<file path="src/rtl/strip_check_crc.sv">
// RX FCS handler: checks CRC-32 over each frame including its FCS, strips the 4 FCS bytes,
// and flags bad or upstream-errored frames on the last payload beat via tuser.
module strip_check_crc #(
    parameter int DATA_BYTES = 8,
    parameter int DATA_BITS  = DATA_BYTES * 8
) (
    input  logic                  clock,
    input  logic                  aresetn,
    input  logic [DATA_BITS-1:0]  saxis_tdata,
    input  logic                  saxis_tvalid,
    output logic                  saxis_tready,
    input  logic [DATA_BYTES-1:0] saxis_tkeep,
    input  logic                  saxis_tlast,
    input  logic                  saxis_tuser,
    output logic [DATA_BITS-1:0]  maxis_tdata,
    output logic                  maxis_tvalid,
    input  logic                  maxis_tready,
    output logic [DATA_BYTES-1:0] maxis_tkeep,
    output logic                  maxis_tlast,
    output logic                  maxis_tuser,
    output logic                  crc_err_pulse,
    output logic                  runt_drop_pulse
);

    localparam int                    NB          = $clog2(DATA_BYTES + 1);
    localparam logic [31:0]           CRC_INIT    = 32'hFFFF_FFFF;
    localparam logic [31:0]           CRC_POLY    = 32'hEDB8_8320;
    localparam logic [31:0]           CRC_RESIDUE = 32'hDEBB_20E3;
    localparam logic [DATA_BYTES-1:0] KEEP_ALL    = '1;
    localparam logic [DATA_BYTES-1:0] KEEP_LO4    = DATA_BYTES'(15);

    // How the accepted input beat relates to the held beat and the FCS position.
    typedef enum logic [2:0] {
        BEAT_FIRST,    // non-last, nothing held yet
        BEAT_MID,      // non-last, held beat goes out
        LAST_SPLIT,    // n>4 with held beat: held out now, tail payload via pending
        LAST_ALIGNED,  // n==4 with held beat: held beat is the last payload beat
        LAST_SHORT,    // n<4 with held beat: FCS starts inside held beat
        LAST_SINGLE,   // single-beat frame with payload
        LAST_RUNT      // single-beat frame of FCS only
    } beat_class_e;

    // NOTE: blocking '=' inside functions is correct: it builds a combinational chain, not state.
    function automatic logic [31:0] crc_beat(input logic [31:0]           crc_in,
                                             input logic [DATA_BITS-1:0]  data,
                                             input logic [DATA_BYTES-1:0] keep);
        logic [31:0] c;
        c = crc_in;
        for (int b = 0; b < DATA_BYTES; b++) begin
            if (keep[b]) begin
                c = c ^ {24'd0, data[8*b +: 8]};
                for (int k = 0; k < 8; k++)
                    c = c[0] ? ((c >> 1) ^ CRC_POLY) : (c >> 1);
            end
        end
        return c;
    endfunction

    function automatic logic [DATA_BITS-1:0] mask_bytes(input logic [DATA_BITS-1:0]  data,
                                                        input logic [DATA_BYTES-1:0] keep);
        logic [DATA_BITS-1:0] m;
        for (int b = 0; b < DATA_BYTES; b++)
            m[8*b +: 8] = keep[b] ? data[8*b +: 8] : 8'd0;
        return m;
    endfunction

    logic [31:0]           r_crc;
    logic [DATA_BITS-1:0]  r_held_data;
    logic                  r_held_valid;
    logic                  r_user_acc;
    logic [DATA_BITS-1:0]  r_pend_data;
    logic [DATA_BYTES-1:0] r_pend_keep;
    logic                  r_pend_user;
    logic                  r_pend_valid;
    logic [DATA_BITS-1:0]  r_m_tdata;
    logic [DATA_BYTES-1:0] r_m_tkeep;
    logic                  r_m_tlast;
    logic                  r_m_tuser;
    logic                  r_m_tvalid;
    logic                  r_crc_err_pulse;
    logic                  r_runt_pulse;

    logic                  w_out_free;
    logic                  w_accept;
    logic [31:0]           w_crc_next;
    logic                  w_crc_bad;
    logic                  w_frame_err;
    logic [NB-1:0]         w_n;
    beat_class_e           w_class;
    logic [DATA_BYTES-1:0] w_tail_keep;
    logic [DATA_BYTES-1:0] w_short_keep;
    logic                  w_ld;
    logic [DATA_BITS-1:0]  w_ld_data;
    logic [DATA_BYTES-1:0] w_ld_keep;
    logic                  w_ld_last;
    logic                  w_ld_user;

    assign w_out_free   = !r_m_tvalid || maxis_tready;
    assign saxis_tready = !r_pend_valid && w_out_free;
    assign w_accept     = saxis_tvalid && saxis_tready;
    assign w_crc_next   = crc_beat(r_crc, saxis_tdata, saxis_tkeep);
    assign w_crc_bad    = (w_crc_next != CRC_RESIDUE);
    assign w_frame_err  = w_crc_bad || r_user_acc || saxis_tuser;
    // With contiguous keep, shifting the mask equals (1<<(n-4))-1 and (1<<(4+n))-1.
    assign w_tail_keep  = saxis_tkeep >> 4;
    assign w_short_keep = (saxis_tkeep << 4) | KEEP_LO4;

    always_comb begin
        // NOTE: every output gets a default first so no path through this block infers a latch.
        w_n     = '0;
        w_class = BEAT_FIRST;
        for (int b = 0; b < DATA_BYTES; b++)
            w_n = w_n + NB'(saxis_tkeep[b]);
        if (!saxis_tlast)
            w_class = r_held_valid ? BEAT_MID : BEAT_FIRST;
        else if (r_held_valid)
            w_class = (w_n > NB'(4)) ? LAST_SPLIT : (w_n == NB'(4)) ? LAST_ALIGNED : LAST_SHORT;
        else
            w_class = (w_n > NB'(4)) ? LAST_SINGLE : LAST_RUNT;
    end

    // Output register load: pending tail has priority; input is stalled while it exists.
    always_comb begin
        w_ld      = 1'b0;
        w_ld_data = '0;
        w_ld_keep = '0;
        w_ld_last = 1'b0;
        w_ld_user = 1'b0;
        if (r_pend_valid && w_out_free) begin
            w_ld      = 1'b1;
            w_ld_data = r_pend_data;
            w_ld_keep = r_pend_keep;
            w_ld_last = 1'b1;
            w_ld_user = r_pend_user;
        end else if (w_accept) begin
            case (w_class)
                BEAT_MID, LAST_SPLIT: begin
                    w_ld      = 1'b1;
                    w_ld_data = r_held_data;
                    w_ld_keep = KEEP_ALL;
                end
                LAST_ALIGNED: begin
                    w_ld      = 1'b1;
                    w_ld_data = r_held_data;
                    w_ld_keep = KEEP_ALL;
                    w_ld_last = 1'b1;
                    w_ld_user = w_frame_err;
                end
                LAST_SHORT: begin
                    w_ld      = 1'b1;
                    w_ld_data = mask_bytes(r_held_data, w_short_keep);
                    w_ld_keep = w_short_keep;
                    w_ld_last = 1'b1;
                    w_ld_user = w_frame_err;
                end
                LAST_SINGLE: begin
                    w_ld      = 1'b1;
                    w_ld_data = mask_bytes(saxis_tdata, w_tail_keep);
                    w_ld_keep = w_tail_keep;
                    w_ld_last = 1'b1;
                    w_ld_user = w_frame_err;
                end
                default: ;
            endcase
        end
    end

    always_ff @(posedge clock) begin
        // NOTE: data registers are reset too, since every maxis_* output must read 0 out of reset.
        if (!aresetn) begin
            r_crc           <= CRC_INIT;
            r_held_data     <= '0;
            r_held_valid    <= 1'b0;
            r_user_acc      <= 1'b0;
            r_pend_data     <= '0;
            r_pend_keep     <= '0;
            r_pend_user     <= 1'b0;
            r_pend_valid    <= 1'b0;
            r_m_tdata       <= '0;
            r_m_tkeep       <= '0;
            r_m_tlast       <= 1'b0;
            r_m_tuser       <= 1'b0;
            r_m_tvalid      <= 1'b0;
            r_crc_err_pulse <= 1'b0;
            r_runt_pulse    <= 1'b0;
        end else begin
            r_crc_err_pulse <= 1'b0;
            r_runt_pulse    <= 1'b0;

            if (w_ld) begin
                r_m_tdata  <= w_ld_data;
                r_m_tkeep  <= w_ld_keep;
                r_m_tlast  <= w_ld_last;
                r_m_tuser  <= w_ld_user;
                r_m_tvalid <= 1'b1;
            end else if (maxis_tready) begin
                r_m_tvalid <= 1'b0;
            end

            if (r_pend_valid && w_out_free)
                r_pend_valid <= 1'b0;

            if (w_accept) begin
                if (!saxis_tlast) begin
                    r_crc        <= w_crc_next;
                    r_held_data  <= saxis_tdata;
                    r_held_valid <= 1'b1;
                    r_user_acc   <= r_user_acc | saxis_tuser;
                end else begin
                    r_crc           <= CRC_INIT;
                    r_held_valid    <= 1'b0;
                    r_user_acc      <= 1'b0;
                    r_crc_err_pulse <= w_crc_bad;
                    r_runt_pulse    <= (w_class == LAST_RUNT);
                    if (w_class == LAST_SPLIT) begin
                        r_pend_data  <= mask_bytes(saxis_tdata, w_tail_keep);
                        r_pend_keep  <= w_tail_keep;
                        r_pend_user  <= w_frame_err;
                        r_pend_valid <= 1'b1;
                    end
                end
            end
        end
    end

    assign maxis_tdata     = r_m_tdata;
    assign maxis_tkeep     = r_m_tkeep;
    assign maxis_tlast     = r_m_tlast;
    assign maxis_tuser     = r_m_tuser;
    assign maxis_tvalid    = r_m_tvalid;
    assign crc_err_pulse   = r_crc_err_pulse;
    assign runt_drop_pulse = r_runt_pulse;

endmodule
</file>
<file path="config.mk">
export PLATFORM = sky130hd
export DESIGN_NAME = strip_check_crc
export DESIGN_NICKNAME = d
export VERILOG_FILES = /design/src/rtl/strip_check_crc.sv
export SDC_FILE = /design/constraint.sdc
export NUM_CORES = 1
export LEC_CHECK = 0
export BUFFER_PORTS_ARGS = -buffer_cell sky130_fd_sc_hd__buf_2
export CAP_MARGIN = 5
export CORE_ASPECT_RATIO = 1.2
export CORE_MARGIN = 2
export CORE_UTILIZATION = 55
export CTS_CLUSTER_DIAMETER = 80
export DETAILED_ROUTE_END_ITERATION = 8
export GPL_ROUTABILITY_DRIVEN = 0
export PLACE_DENSITY = 0.73
export SYNTH_ARGS = -nofsm -noshare
export SYNTH_HDL_FRONTEND = slang
export SYNTH_SLANG_ARGS = --single-unit
export TNS_END_PERCENT = 1
</file>
<file path="constraint.sdc">
create_clock -name clock -period 20.6 [get_ports clock]
set_clock_uncertainty 0.1 [all_clocks]
set_input_delay 2.06 -clock clock [delete_from_list [all_inputs] [get_ports clock]]
set_output_delay 2.06 -clock clock [all_outputs]
set_load 0.02 [all_outputs]
</file>
Yosys cells after proc, flatten, opt, wreduce, memory -nomap -nowiden
Index checks and enable logic that the tools add are counted.

Logic and storage cells: 230. Register bits: 213. Bits of input ports: 78. Output and inout bits: 78.

Bitwise operators: 74. Mux-type cells: 110. Add/subtract/negate cells: 7. Order comparisons: 1. Equal/unequal tests: 8. Reduce and logical (&&, ||, !) cells: 15.

Operators by type and width (count): $mux 32 (73); $not 13->14 (64); $xor 32x8->32 (8); $pmux 64 s3 (1); $mux 64 (2); $mux 8 (10); $ne 32x32->1 const B (1); $pmux 8 s3 (1); $mux 1 (18); $add 4x1->4 (4); $mux 3 (4); $eq 3x3->1 const B (3); $eq 3x2->1 const B (2); $reduce_and 3->1 (2); $reduce_or 3->1 (2); $reduce_or 5->1 (1); $add 3x1->4 (1); $eq 4x3->1 const B (1); $gt 4x3->1 const B (1); $add 2x1->3 (1); $eq 3x1->1 const B (1); $logic_and 1x1->1 (3); $logic_or 1x1->1 (3); $add 1x1->2 (1); other kinds (6) (7).

Longest topological paths before layout
Gate-level depths: netlist of the first run.

Depth in word-level cells: 150. Mapped depth: 37. Gate-level depth less buffers: 31.

Worst setup path after synthesis of the first run
Ideal clock, no wire load.

Path type: input -> register. Start: input saxis_tdata[4]. End: register r_pend_user. Required time: 20385 ps. Buffers on the path: 1. Stages on the path: 31. Data arrival time: 11354 ps. Setup slack: 9032 ps. Library setup time: 115 ps. Path through: xnor2_1 -> xnor3_1 -> mux2_2 -> xnor2_1 -> mux2_2 -> o311a_1 -> nor3_4 -> xnor2_2 -> nor2_1 -> a2111oi_4 -> nand2_2 -> xnor3_1 -> o21ai_4 -> xor2_4 -> xnor3_1 -> xnor2_2 -> o21a_2 -> xnor3_1 -> a211o_1 -> nand2_2 -> xor3_2 -> mux2_2 -> or3_1 -> buf_2 -> xnor3_1 -> mux2i_1 -> o2111a_1 -> nand4_1 -> nor4_2 -> a21oi_1 -> o21a_1.

Longest elaborated chain between the ends: 109. Elaborated cells on any way between the ends: 142. Classes of those cells: 1 x eq/ne; 72 x mux; 67 x bitwise; 2 x reduce/logical.

RTL lines: start: declaration (line 9) `input logic [DATA_BITS-1:0] saxis_tdata,`; $xor 32x8->32 * (line 51) `c = c ^ {24'd0, data[8*b +: 8]};`; $mux 32 * (5 in a row) (line 53) `c = c[0] ? ((c >> 1) ^ CRC_POLY) : (c >> 1);`; $not 13->14 (no line); $mux 32 * (line 53); $not 13->14 (no line); $mux 32 * (2 in a row) (line 53); $mux 32 * (line 50) `if (keep[b]) begin`; $xor 32x8->32 (line 51); (+84 left out); $mux 32 (line 53); $not 13->14 (no line); $mux 32 (3 in a row) (line 53); $not 13->14 (no line); $mux 32 (2 in a row) (line 53); $mux 32 * (line 50); $ne 32x32->1 * (line 102) `assign w_crc_bad = (w_crc_next != CRC_RESIDUE);`; $logic_or 1x1->1 * (2 in a row) (line 103) `assign w_frame_err = w_crc_bad || r_user_acc || saxis_tuser;`; end signal: assignment (line 218) `r_pend_user <= w_frame_err;`; end: declaration (line 73) `logic r_pend_user;`.

Every way passes the cells marked *; elsewhere a longest branch is shown, timed or not. A chain may end at the register's enable or synchronous reset.

Worst setup path in the final report of the first run
Start: input saxis_tdata[5]. End: register r_m_tuser, in the netlist maxis_tuser.

Longest elaborated chain between the ends: 112. Elaborated cells on any way between the ends: 144. Classes of those cells: 1 x eq/ne; 75 x mux; 66 x bitwise; 2 x reduce/logical.

RTL lines: $xor 32x8->32 * (line 51); $mux 32 * (6 in a row) (line 53); $not 13->14 (no line); $mux 32 * (line 53); $not 13->14 (no line); $mux 32 * (line 53); $mux 32 * (line 50); $xor 32x8->32 (line 51); (+90 left out); $not 13->14 (no line); $mux 32 (line 53); $mux 32 * (line 50); $ne 32x32->1 * (line 102); $logic_or 1x1->1 * (2 in a row) (line 103); $mux 1 * (line 136) `case (w_class)`; $mux 1 * (line 135) `end else if (w_accept) begin`; $mux 1 * (line 129) `if (r_pend_valid && w_out_free) begin`; end signal: assignment (line 194) `r_m_tuser <= w_ld_user;`; end: declaration (line 78) `logic r_m_tuser;`.

Marked as above.

==> results of run 1 <==
==> worst max path at each step <==
| stage | from | to | slack [ns] | cells after the start |
|---|---|---|---|---|
| after floorplan | saxis_tdata[4] | r_pend_user | 9.03 | 31 |
| after global placement | saxis_tdata[5] | r_pend_user | 6.60 | 32 |
| after detailed placement | saxis_tdata[5] | r_pend_user | 6.51 | 32 |
| after CTS | saxis_tdata[5] | maxis_tuser | 7.01 | 32 |
| after global routing | saxis_tdata[5] | r_pend_user | 6.62 | 32 |
| final | saxis_tdata[5] | maxis_tuser | 7.06 | 32 |
==> area by class of cell <==
type	instances	area [um2]
Clock buffer	33	684.4
Clock inverter	10	131.4
Fill cell	3346	14940
Timing Repair Buffer	183	985.9
Tap cell	480	600.6
Sequential cell	213	4264
Multi-Input combinational cell	2183	16250
Inverter	29	111.4
==> sequential cells by signal, summed over array words and instances (netlist names) <==
name             flops
maxis_tdata         64
r_held_data         64
r_crc               32
r_pend_data         32
maxis_tkeep          8
r_pend_keep          4
crc_err_pulse        1
maxis_tlast          1
maxis_tuser          1
maxis_tvalid         1
r_held_valid         1
r_pend_user          1
r_pend_valid         1
r_user_acc           1
runt_drop_pulse      1
==> layout by cell type (no fill, tap or decap), types with 34 or more instances in the layout <==
master,synthesis,final
nor2_1,283,281
a211oi_1,34,34
dfxtp_1,213,213
mux2i_1,102,102
xnor2_1,266,265
nor3_1,35,35
o21ai_0,73,73
xnor3_1,82,82
buf_2,11,155
xor2_1,103,103
a221oi_1,34,34
a22oi_1,58,58
a21oi_1,217,217
nand3_1,65,65
nand2_1,324,324
==> stage by stage <==
stage	hold WS (ns)	cell area, um2
6_report	0.3537	23030
5_1_grt	0.3681	23030
4_1_cts	0.3543	23020
3_5_place_dp	0.3459	22200
3_3_place_gp	0.3388	22200
2_1_floorplan	0.3313	21290
==> worst reg2reg max path: cells and delay by family, from the launching register on <==
family                    cells  cell delay [ns]
xor gates and xnor gates      9             4.12
and+or+nand+nor               9             3.64
DFF                           1             0.42
AOI/OAI and AO/OA            10             2.97
muxes                         3             0.92
==> cells by family after synthesis <==
kind of cell	Yosys count	share of synthesized area (%)
adders and majority gates	7	0.5526
muxes	132	6.672
AOI/OAI and AO/OA	629	20.31
DFF	213	20.03
buffers and inverters	208	3.791
xor gates and xnor gates	500	28.52
and+or+nand+nor	915	20.13
==> routing by layer <==
layer  vias up  GRT usage (%)
met5         -              0
met4         0          26.43
met3       243          3.702
met2       955          56.65
met1      9555          41.94
li1       9330              -
==> results.yml, run 1 <==
synth:
  synth_common_cells: "nand2_1, nor2_1, xnor2_1"
  synth.net_count: 2689
  synth.area.top_cells: "dfxtp_1, xnor2_1, xnor3_1, nand2_1, a21oi_1"
  async_reset_ff_share_pct: 0
  synth_ff_type: "dfxtp_1"
  syn_area_per_cell_um2: 8.174
  seq_area_frac_synth_pct: 20.03
  netlist_area_um2: 21290
  ys_ff_latch: 213
  yosysWarnings: 0
  yosysMostFrequentCell: "nand2_1"
  synth_edf_count: 0
  netlist_instances: 2604
  synth_top_area_share_pct: 20.03
  yosysTopAreaCell: "dfxtp_1"
  ys_types: 114
critical_path:
  cp_slowest_cell: "o311ai_0"
  r2r_cells: 31
  cp.arrival_ns: 13.87
  r2r-end: "maxis_tuser"
  r2r-start: "r_crc[5]"
  worstPathMaxFanout: 13
  crit_family: "XOR/XNOR gates"
  critical_path_class: "input port to flip-flop"
  cp-start-kind: "input port"
  crit_path_max_incr_delay_ns: 0.78
  required_ns: 20.93
  endpoint_kind: "flip-flop"
  path_buf_inv: 1
  timing.reg2reg.setup_slack_ns: 8.32
clock_tree:
  cts_setup_buffers: 0
  holdBufCountCts: 0
  clk_latency_ns: 0.54
  cts-htree-levels: 1
  cts_tree: "built"
  cts_root_buffer: "clkbuf_16"
  clock-sinks: 213
  path_clk_slew_ns: 0.06
  cts_resized: 0
  numCtsBuffers: 24
  clk_path_buf_depth: 3
drt:
  dr_wl_met2_um: 32790
  met3WireLength_um: 4924
  firstDrtPassIters: 8
  first_iter_violations: 2050
  wl_met1_um: 27660
  totalWireLength_um: 71750
  topRoutingLayerUsed: "met4"
  post_drt_wl_per_cell_um: 22.92
  via_per_inst: 6.414
  drtAntennaViolNets: 0
  vias: 20080
  post-route-drc-count: 0
sta:
  tightestPinTransition_ns: 1.050
  rsz0062_at_grt: "false"
  maxSlewHeadroom_pct: 29.77
  fin_tns_setup_ns: 0
  max_freq_ghz: 0.07386
  maxSlewViolCount: 0
  hold_viol_final: 0
  finalSetupViolations: 0
  period_minus_slack_ns: 13.54
  layout_setup_ws_ns: 7.060
  period_share_pct: 65.73
layout:
  fin_nets: 2719
  antenna_cells: 0
  post-route-util_pct: 60.65
  drive_above_1_share_pct: 13.50
  finalNonFillerCells: 3131
  syn2layout_area_growth_pct: 8.176
hold_path:
  whs_path_depth: 2
  hold_start: "r_held_data[39]"
  hold_class: "flip-flop to flip-flop"
  whs_endpoint: "r_held_data[39]"
global_routing:
  first_global_vias: 18970
  grt_overflow: 0
  grt_usage_pct: 34.61
  grt_max_degree: 103
  grt_pass1_wl_um: 108300
  antenna_found_initial: 0
placement:
  hpwl_um: 54960
  placed_cells: 3088
  post-place-ws_ns: 6.510
  portBuffers: 155
floorplanning:
  initial_utilization_pct: 56.07
  die_h_um: 219.5
  die_area_um2: 40300
  rows: 78
  die_w_um: 183.6
  io_pins: 156
  core-area_um2: 37960
job:
  cap_violations: 0
outcome:
  status: "complete, no violations"
Power of run 1 is left out: the tool's default activity adds up to more than one toggle a clock period on the data nets, which glitch-free logic cannot reach.
==> run 2, diff against run 1 <==
Clock period 20.6 ns to 13.55 ns, I/O delays scaled along.
==> results.yml, run 2 (synthesized netlist as in run 1, its figures left out) <==
outcome:
  status: "complete, no violations"
critical_path:
  endpoint_kind: "flip-flop"
  cp.arrival_ns: 12.58
  worstPathMaxFanout: 7
  path_common_cell: "xnor3_1"
  cp-start-kind: "input port"
  required_ns: 13.89
  critical_path_class: "input port to flip-flop"
  crit_path_max_incr_delay_ns: 0.71
  cp_slowest_cell: "nor4_1"
clock_tree:
  cts_tree: "built"
  numCtsBuffers: 23
  holdBufCountCts: 0
  cts_resized: 0
  clock-sinks: 213
  cts_setup_buffers: 0
  cts-htree-levels: 1
  path_clk_slew_ns: 0.06
  cts_root_buffer: "clkbuf_16"
  clk_latency_ns: 0.54
  clk_path_buf_depth: 3
global_routing:
  grt_usage_pct: 35.10
  first_global_vias: 19350
  grt_pass1_wl_um: 109900
  antenna_found_initial: 1
  grt_overflow: 0
  grt_max_degree: 104
drt:
  firstDrtPassIters: 7
  post_drt_wl_per_cell_um: 23.09
  vias: 20420
  first_iter_violations: 2183
  via_per_inst: 6.514
  drtAntennaViolNets: 0
  totalWireLength_um: 72360
  post-route-drc-count: 0
sta:
  finalSetupViolations: 0
  period_minus_slack_ns: 12.25
  tightestPinTransition_ns: 1.048
  maxSlewHeadroom_pct: 30.16
  hold_viol_final: 0
  max_freq_ghz: 0.08166
  rsz0062_at_grt: "false"
  maxSlewViolCount: 0
  fin_tns_setup_ns: 0
  period_share_pct: 90.37
layout:
  drive_above_1_share_pct: 13.61
  syn2layout_area_growth_pct: 8.183
  final_cell_mix: "nand2_1, nor2_1, xnor2_1, a21oi_1, dfxtp_1"
  mostFrequentLayoutCell: "nand2_1"
  fin_nets: 2722
floorplanning:
  core-area_um2: 37960
  die_area_um2: 40300
  die_h_um: 219.5
  rows: 78
  io_pins: 156
  initial_utilization_pct: 56.07
  die_w_um: 183.6
placement:
  portBuffers: 155
  hpwl_um: 55380
job:
  cap_violations: 0
hold_path:
  hold_class: "flip-flop to flip-flop"
-- run 2: changes by cell type in the layout (fill, tap and decap cells not counted), moves of 2 or more --
cell / previous run / this run
buf_4: 28 / 32
clkbuf_1: 4 / 2
clkbuf_8: 5 / 3
clkinv_2: 3 / 5
clkinv_8: 2 / 0
-- run 2: routing by layer --
metal | wire [um] | track usage, % | up-vias | part of all wire (%)
met4 | 7296 | 29.31 | 0 | 10
li1 | - | - | 9324 | -
met3 | 5337 | 3.884 | 300 | 7.4
met5 | 0 | 0 | - | 0
met2 | 32710 | 57.27 | 1087 | 45
met1 | 27010 | 41.62 | 9704 | 37
-- run 2: final timing paths --
kind                                      start               to  slack [ns]  depth (start not counted)
worst min-delay path            r_held_data[58]  r_held_data[58]        0.35                          2
worst min register to register  r_held_data[58]  r_held_data[58]        0.35                          2
worst max register to register         r_crc[2]      r_pend_user        1.79                         32
worst max-delay path             saxis_tdata[0]      r_pend_user        1.30                         32
-- run 2: final cells by class --
class | instances | area [um2]
fillers | 3448 | 14940
clock inverters | 13 | 167.7
clock buffers | 28 | 624.3
multi-input cells | 2183 | 16240
flip-flops and latches | 213 | 4264
repair buffers | 187 | 1016
well taps | 480 | 600.6
diodes | 1 | 2.502
inverters | 29 | 111.4
-- run 2: worst max-delay path: cells and delay by family --
kind / cells / cell delay, ns
xor gates and xnor gates: 10 / 4.44
and+or+nand+nor: 8 / 3.09
AOI/OAI and AO/OA: 11 / 3.03
muxes: 2 / 0.49
buffers and inverters: 1 / 0.14
-- run 2: through the flow --
step / worst slack [ns] / area [um2] / utilization [%] / cells / hold WS (ns)
6_report: 1.304 / 23030 / 60.66 / 3134 / 0.3532
5_1_grt: 0.7558 / 23030 / 60.66 / 3134 / 0.3719
4_1_cts: 1.201 / 23020 / 60.63 / 3132 / 0.3537
3_5_place_dp: 0.6592 / 22230 / 58.54 / 3091 / 0.3452
3_3_place_gp: 0.9319 / 22230 / 58.54 / 3091 / 0.3380
2_1_floorplan: 2.687 / 21290 / - / 2604 / 0.3313
Power of run 2 is left out for the same reason.
==> run 3, diff against run 2 <==
Clock period 13.55 ns to 11.5 ns, I/O delays scaled along.
==> results.yml, run 3 (synthesized netlist as in run 1, its figures left out) <==
outcome:
  status: "complete, no violations"
sta:
  fin_tns_setup_ns: 0
  maxSlewHeadroom_pct: 31.28
  finalSetupViolations: 0
  period_minus_slack_ns: 11.24
  max_freq_ghz: 0.08894
  tightestPinTransition_ns: 1.031
  maxSlewViolCount: 0
  period_share_pct: 97.77
  whs_ns: 0.3531
  hold_viol_final: 0
floorplanning:
  die_h_um: 219.5
  rows: 78
  io_pins: 156
  initial_utilization_pct: 56.07
  die_area_um2: 40300
  core-area_um2: 37960
  die_w_um: 183.6
global_routing:
  grt_overflow: 0
  met1_usage_pct: 40.95
  top_usage_layer: "met2"
  grt_max_degree: 104
  first_global_vias: 20020
  grt_pass1_wl_um: 111200
  grt_use_met2_pct: 59.51
  grt_usage_pct: 35.30
  antenna_found_initial: 1
  met3_usage_pct: 3.685
drt:
  drtAntennaViolNets: 0
  first_iter_violations: 1850
  vias: 20760
  via_per_inst: 6.471
  firstDrtPassIters: 6
  totalWireLength_um: 73320
  post-route-drc-count: 0
  post_drt_wl_per_cell_um: 22.86
critical_path:
  required_ns: 11.81
  cp_slowest_cell: "a211oi_1"
  critical_path_class: "input port to flip-flop"
  endpoint_kind: "flip-flop"
  path_common_cell: "xnor3_1"
  crit_path_max_incr_delay_ns: 0.61
  worstPathMaxFanout: 8
  cp.arrival_ns: 11.55
  cp-start-kind: "input port"
clock_tree:
  cts-htree-levels: 1
  cts_root_buffer: "clkbuf_16"
  holdBufCountCts: 0
  cts_setup_buffers: 0
  numCtsBuffers: 22
  cts_tree: "built"
  clk_path_buf_depth: 3
  clk_latency_ns: 0.54
  path_clk_slew_ns: 0.06
  clock-sinks: 213
layout:
  n_fill_cell: 3309
  syn2layout_area_growth_pct: 10.90
  seq_area_um2: 4264
  fin_nets: 2796
  drive_above_1_share_pct: 16.13
  mostFrequentLayoutCell: "nand2_1"
  fin_area_um2: 23610
  final_cell_mix: "nand2_1, nor2_1, xnor2_1, a21oi_1, dfxtp_1"
  multi_input_area_um2: 16330
  post-route-util_pct: 62.18
placement:
  portBuffers: 155
  dpl_cell_area_um2: 22800
  hpwl_um: 56780
hold_path:
  hold_class: "flip-flop to flip-flop"
job:
  cap_violations: 0
## run 3: worst max-delay path, delay by kind of cell
family          cells  cell delay [ns]
compound gates     10             2.97
buf+inv             2             0.45
mux                 1             0.33
xor+xnor           14             4.99
simple gates        6             1.62
## run 3: worst paths after layout
path	cells after the start	startpoint	slack, ns	endpoint
max	33	saxis_tdata[7]	0.26	r_pend_user
min	2	r_pend_keep[2]	0.35	r_pend_keep[2]
max reg2reg	32	r_crc[1]	0.47	r_pend_user
min reg2reg	2	r_pend_keep[2]	0.35	r_pend_keep[2]
## run 3: cell type report
class / count / area share, %
Clock buffer: 30 / 2.629
Sequential cell: 213 / 18.06
Multi-Input combinational cell: 2183 / 69.16
Timing Repair Buffer: 262 / 6.689
Tap cell: 480 / 2.544
Inverter: 29 / 0.4717
Clock inverter: 10 / 0.4346
Antenna cell: 1 / 0.01060
## run 3: per-stage QoR
| stage | cells | worst slack (ns) |
|---|---|---|
| final | 3208 | 0.2561 |
| after global routing | 3208 | -0.03651 |
| after CTS | 3207 | 0.4117 |
| after detailed placement | 3167 | -0.08197 |
| after global placement | 3167 | 0.06926 |
| after floorplan | 2604 | 0.8418 |
## run 3: per-layer routing
metal	vias up	part of all wire (%)
li1	9476	-
met1	9935	37
met2	1046	47
met3	303	6.9
met4	0	9.6
met5	-	0
## run 3: repair_timing
| item | in CTS | in global routing |
|---|---|---|
| endpoints found under the hold margin | 0 | 0 |
| endpoints found under the setup margin | 0 | 3 |
| resized for setup | 0 | 15 |
Power of run 3 is left out for the same reason.
